### config.mk
export PLATFORM = sky130hd
export DESIGN_NAME = cc_lose_scanner
export DESIGN_NICKNAME = d
export VERILOG_FILES = /design/src/rtl/cc_lose_scanner.sv
export SDC_FILE = /design/constraint.sdc
export NUM_CORES = 1
export LEC_CHECK = 0
export CORE_MARGIN = 2
export CORE_UTILIZATION = 31
export CTS_BUF_LIST = sky130_fd_sc_hd__clkbuf_16
export DETAILED_ROUTE_END_ITERATION = 12
export GPL_TIMING_DRIVEN = 0
export PLACE_DENSITY = 0.58
export SLEW_MARGIN = 10
export SYNTH_ARGS = -nofsm -noshare
export SYNTH_HDL_FRONTEND = slang
export SYNTH_SLANG_ARGS = --single-unit
### constraint.sdc
create_clock -name CC_LOSE_SCANNER_CLOCK_50 -period 3.4 [get_ports CC_LOSE_SCANNER_CLOCK_50]
set_clock_uncertainty 0.15 [all_clocks]
set_input_delay 0.68 -clock CC_LOSE_SCANNER_CLOCK_50 [delete_from_list [all_inputs] [get_ports CC_LOSE_SCANNER_CLOCK_50]]
set_output_delay 0.68 -clock CC_LOSE_SCANNER_CLOCK_50 [all_outputs]
set_load 0.005 [all_outputs]
### src/rtl/cc_lose_scanner.sv
// Lose-comparator sequencer: walks the matrix rows each frame tick, feeds row
// pairs to the external comparator through a one-cycle operand register, ORs
// the per-row results into a frame hit, and declares LOSE after CONFIRM
// consecutive hit frames.
module cc_lose_scanner #(
  parameter int ROWS    = 8,
  parameter int WIDTH   = 8,
  parameter int CONFIRM = 2
) (
  input  logic                    CC_LOSE_SCANNER_CLOCK_50,
  input  logic                    CC_LOSE_SCANNER_RESET_InHigh,
  input  logic                    CC_LOSE_SCANNER_enable_In,
  input  logic                    CC_LOSE_SCANNER_frameTick_In,
  input  logic                    CC_LOSE_SCANNER_clear_In,
  output logic [$clog2(ROWS)-1:0] CC_LOSE_SCANNER_rowSel_Out,
  input  logic [WIDTH-1:0]        CC_LOSE_SCANNER_joinedRow_In,
  input  logic [WIDTH-1:0]        CC_LOSE_SCANNER_normRow_In,
  output logic [WIDTH-1:0]        CC_LOSE_SCANNER_BusJoined_Out,
  output logic [WIDTH-1:0]        CC_LOSE_SCANNER_BusNorm_Out,
  input  logic                    CC_LOSE_SCANNER_loseout_In,
  output logic                    CC_LOSE_SCANNER_busy_Out,
  output logic                    CC_LOSE_SCANNER_lose_Out,
  output logic [$clog2(ROWS)-1:0] CC_LOSE_SCANNER_hitRow_Out
);

  localparam int RW = $clog2(ROWS);
  localparam int CW = $clog2(ROWS + 1);
  localparam int HW = $clog2(CONFIRM + 1);
  localparam logic [RW-1:0] LAST_ROW = RW'(ROWS - 1);

  typedef enum logic [1:0] {IDLE, SCAN, EVAL, LOSE} state_t;

  state_t        state, state_next;
  logic [CW-1:0] cnt;
  logic          frame_hit;
  logic [RW-1:0] frame_row;
  logic [HW-1:0] hit_count;
  logic [HW-1:0] hit_count_inc;
  logic          row_valid;
  logic          scan_last;
  logic          start;
  logic          reach;

  wire clk = CC_LOSE_SCANNER_CLOCK_50;
  wire rst = CC_LOSE_SCANNER_RESET_InHigh;
  wire en  = CC_LOSE_SCANNER_enable_In;
  wire clr = CC_LOSE_SCANNER_clear_In;

  assign row_valid     = (cnt < CW'(ROWS));
  assign scan_last     = (cnt == CW'(ROWS));
  assign start         = en && CC_LOSE_SCANNER_frameTick_In;
  assign hit_count_inc = (hit_count == HW'(CONFIRM)) ? hit_count : hit_count + HW'(1);
  assign reach         = (hit_count_inc == HW'(CONFIRM));

  assign CC_LOSE_SCANNER_rowSel_Out = row_valid ? RW'(cnt) : LAST_ROW;
  assign CC_LOSE_SCANNER_busy_Out   = (state == SCAN) || (state == EVAL);
  assign CC_LOSE_SCANNER_lose_Out   = (state == LOSE);

  // State register.
  always_ff @(posedge clk or posedge rst) begin
    if (rst) state <= IDLE;
    else     state <= state_next;
  end

  // Next-state logic; enable-low aborts a frame, clear beats a confirming EVAL.
  always_comb begin
    state_next = state;
    unique case (state)
      IDLE: if (start) state_next = SCAN;
      SCAN: begin
        if (!en)            state_next = IDLE;
        else if (scan_last) state_next = EVAL;
      end
      EVAL: begin
        if (en && !clr && frame_hit && reach) state_next = LOSE;
        else                                  state_next = IDLE;
      end
      LOSE: if (clr) state_next = IDLE;
      default: state_next = IDLE;
    endcase
  end

  // Scan datapath: row counter, operand registers, frame hit capture, hit row.
  always_ff @(posedge clk or posedge rst) begin
    if (rst) begin
      cnt                           <= '0;
      frame_hit                     <= 1'b0;
      frame_row                     <= '0;
      CC_LOSE_SCANNER_BusJoined_Out <= '0;
      CC_LOSE_SCANNER_BusNorm_Out   <= '0;
      CC_LOSE_SCANNER_hitRow_Out    <= '0;
    end else begin
      unique case (state)
        IDLE: begin
          if (start) begin
            cnt       <= '0;
            frame_hit <= 1'b0;
          end
        end
        SCAN: begin
          if (en) begin
            if (row_valid) begin
              CC_LOSE_SCANNER_BusJoined_Out <= CC_LOSE_SCANNER_joinedRow_In;
              CC_LOSE_SCANNER_BusNorm_Out   <= CC_LOSE_SCANNER_normRow_In;
            end
            // Comparator output this cycle belongs to the row registered last cycle.
            if ((cnt != '0) && CC_LOSE_SCANNER_loseout_In) begin
              frame_hit <= 1'b1;
              if (!frame_hit) frame_row <= RW'(cnt - CW'(1));
            end
            if (!scan_last) cnt <= cnt + CW'(1);
          end
        end
        EVAL: begin
          if (en && !clr && frame_hit && reach) CC_LOSE_SCANNER_hitRow_Out <= frame_row;
        end
        default: ;
      endcase
    end
  end

  // Consecutive hit-frame counter, saturating at CONFIRM.
  always_ff @(posedge clk or posedge rst) begin
    if (rst) begin
      hit_count <= '0;
    end else begin
      unique case (state)
        IDLE: if (clr) hit_count <= '0;
        SCAN: if (clr || !en) hit_count <= '0;
        EVAL: begin
          if (clr || !en || !frame_hit) hit_count <= '0;
          else                          hit_count <= hit_count_inc;
        end
        LOSE: if (clr) hit_count <= '0;
        default: hit_count <= '0;
      endcase
    end
  end

endmodule

==> qor.yml <==
netlist_area_mm2: 0.00158
hold_violations: 0
worst_hold_path_type: "register to register"
grt_use_met3_pct: 4.10
power-per-cell-area_mw_per_mm2: 836
cap_violations: 0
synth_most_common_cell: "dfrtp_1"
multi_input_area_um2: 723
path_cells: "inv_1 > ha_1 > clkdlybuf4s50_1"
cts_max_level: 2
ys.flop_type: "dfrtp_1"
synth_area_leaders: "dfrtp_1 49%, mux2_4 9.5%, mux2_2 9.2%"
ff2ff_setup_slack_ns: 1.47
grt_use_total_pct: 12.8
ys_async_sr_fraction_pct: 100
cts_inserted_buffers: 5
netlist-cell-type-count: 36
overflow: 0
peakVddDrop_mv: 0.459
dp_hpwl_um: 2370
die_w_um: 75.5
synth_fp_nets: 153
placed_cells: 239
drt-pass1-iter-count: 4
routedWlPerCell_um: 12.8
gr-usage-met1_pct: 16.5
port-buffer-count: 45
cp.buffers_inverters: 2
grt_pass1_vias: 1207
drive_gt1_share_pct: 23.7
post_cts_buffers: 0
vias: 1145
worstSetupPathType: "register to primary output"
total_power_uw: 1890
drc: 0
maxSlewViolCount: 0
path_clk_slew_ns: 0.05
cts_num_sinks: 31
crit_family: "buffers and inverters"
finalSetupTns_ns: 0
post-route-util_pct: 45.1
ant_nets: 0
place_congestion: 0.736
synthCells: 124
critical_path_required_ns: 2.57
worst_pin_slew_ns: 0.641
initial_core_util_pct: 31.6
diodes: 0
synth_common_cells: "31 x dfrtp_1, 13 x mux2_2, 10 x inv_1, 10 x mux2_4"
root_buffer: "clkbuf_16"
worst_hold_slack_ns: 0.355
die_h_um: 75.5
ctsLongestPathBuffers: 2
dieArea_mm2: 0.00569
ys.warnings.count: 0
setup_violations: 0
clkLatencyLatePin_ns: 0.27
grt_start_max_net_pins: 32
cp.arrival_ns: 1.57
fin_crit_ns: 2.40
worstSetupStartpointType: "register"
finalCritPeriodShare_pct: 70.5
area_delta_synth_final_pct: 42.6
cp-end-kind: "primary output"
wl_um: 3160
critPathSlowestCell: "clkdlybuf4s50_1"
relSlewSlack_pct: 57.2
fmax_mhz: 417
crit_path_max_incr_delay_ns: 0.50
synth_edf_count: 0
critPathMaxFanout: 4
hold_buffers: 0
fin_cells: 247
synth_top_area_share_pct: 49.0
syn_avg_cell_area_um2: 12.8
fin_nets: 205
rsz0062_at_grt: "false"
grt_first_pass_wirelength_um: 5360
met2_usage_pct: 19.8
core_region_area_mm2: 0.00501
ios: 46
status: "finished clean"
top_usage_layer: "met2"
via_per_inst: 4.64
yosys_register_bits: 31
cts_tree: "yes"
p_leak_uw: 0.00104
seq_area_um2: 776
cts_resized: 0
drtIter0Drc: 48
ys_seq_area_share_pct: 49.0
row_count: 26
nFillCells: 464
synth_area_leader_cell: "dfrtp_1"
antenna_found_initial: 0
## cell type report
cell class,instances,share of cell area [%]
Sequential cell,31,34.4
Multi-Input combinational cell,78,32.0
Timing Repair Buffer,45,20.0
Clock buffer,5,5.54
Tap cell,70,3.88
Buffer,5,2.05
Inverter,10,1.66
Clock inverter,3,0.499
## path summary, 6_finish.rpt
kind | start | endpoint | depth (start not counted)
hold / removal | hit_count[1]$_DFFE_PP0P_ | hit_count[1]$_DFFE_PP0P_ | 1
setup reg to reg | cnt[0]$_DFFE_PP0P_ | frame_row[0]$_DFFE_PP0P_ | 5
hold reg to reg | hit_count[1]$_DFFE_PP0P_ | hit_count[1]$_DFFE_PP0P_ | 1
min in group asynchronous | CC_LOSE_SCANNER_RESET_InHigh | CC_LOSE_SCANNER_BusNorm_Out[1]$_DFFE_PP0P_ | 2
setup / recovery | state[0]$_DFFE_PP0P_ | CC_LOSE_SCANNER_busy_Out | 3
max in group asynchronous | CC_LOSE_SCANNER_RESET_InHigh | CC_LOSE_SCANNER_BusNorm_Out[7]$_DFFE_PP0P_ | 2
## registers in the layout (all words and copies together), names as in the netlist
signal	flops
state	2
CC_LOSE_SCANNER_BusJoined_Out	8
CC_LOSE_SCANNER_hitRow_Out	3
hit_count	2
frame_row	3
frame_hit	1
CC_LOSE_SCANNER_BusNorm_Out	8
cnt	4
## placed cells by master (no fill, tap or decap), drive strengths merged
cell / n
nand4: 1
a211oi: 1
or3b: 1
nor2b: 1
and3b: 1
a222oi: 1
or2: 3
nand4b: 1
clkdlybuf4s50: 45
mux2i: 2
inv: 11
nor2: 4
clkinv: 2
nand2: 7
nand3: 3
dfrtp: 31
o32ai: 1
xor2: 1
a21oi: 2
a31oi: 1
buf: 5
o211ai: 1
a41oi: 1
ha: 7
o21ai: 3
and4b: 2
a22o: 1
o32a: 1
clkbuf: 5
mux2: 25
and2: 1
o22ai: 1
nand3b: 2
nor3: 1
nand2b: 1
## cell families after synthesis
group           share of synthesized area (%)
flops                                    49.0
fa+ha+maj                                5.53
buf+inv                                  5.30
compound gates                           6.32
simple gates                             11.9
xor+xnor                                0.553
mux                                      21.4
## metrics by stage
| stage | worst slack (ns) | instance area, µm² |
|---|---|---|
| after floorplan | 1.60 | 1580 |
| after global placement | 1.01 | 2120 |
| after detailed placement | 0.974 | 2120 |
| after CTS | 0.983 | 2260 |
| after global routing | 0.941 | 2260 |
| final | 1.00 | 2260 |
## metal layers
| layer | wire length [µm] | up-vias |
|---|---|---|
| li1 | - | 538 |
| met1 | 1430 | 556 |
| met2 | 1480 | 45 |
| met3 | 207 | 6 |
| met4 | 48 | 0 |
| met5 | 0 | - |
## report_power, final
| group | switching [µW] | internal (µW) |
|---|---|---|
| Sequential | 108 | 519 |
| Combinational | 304 | 547 |
| Clock | 147 | 262 |
| Total | 559 | 1330 |
(Power assumes the default switching activity.)
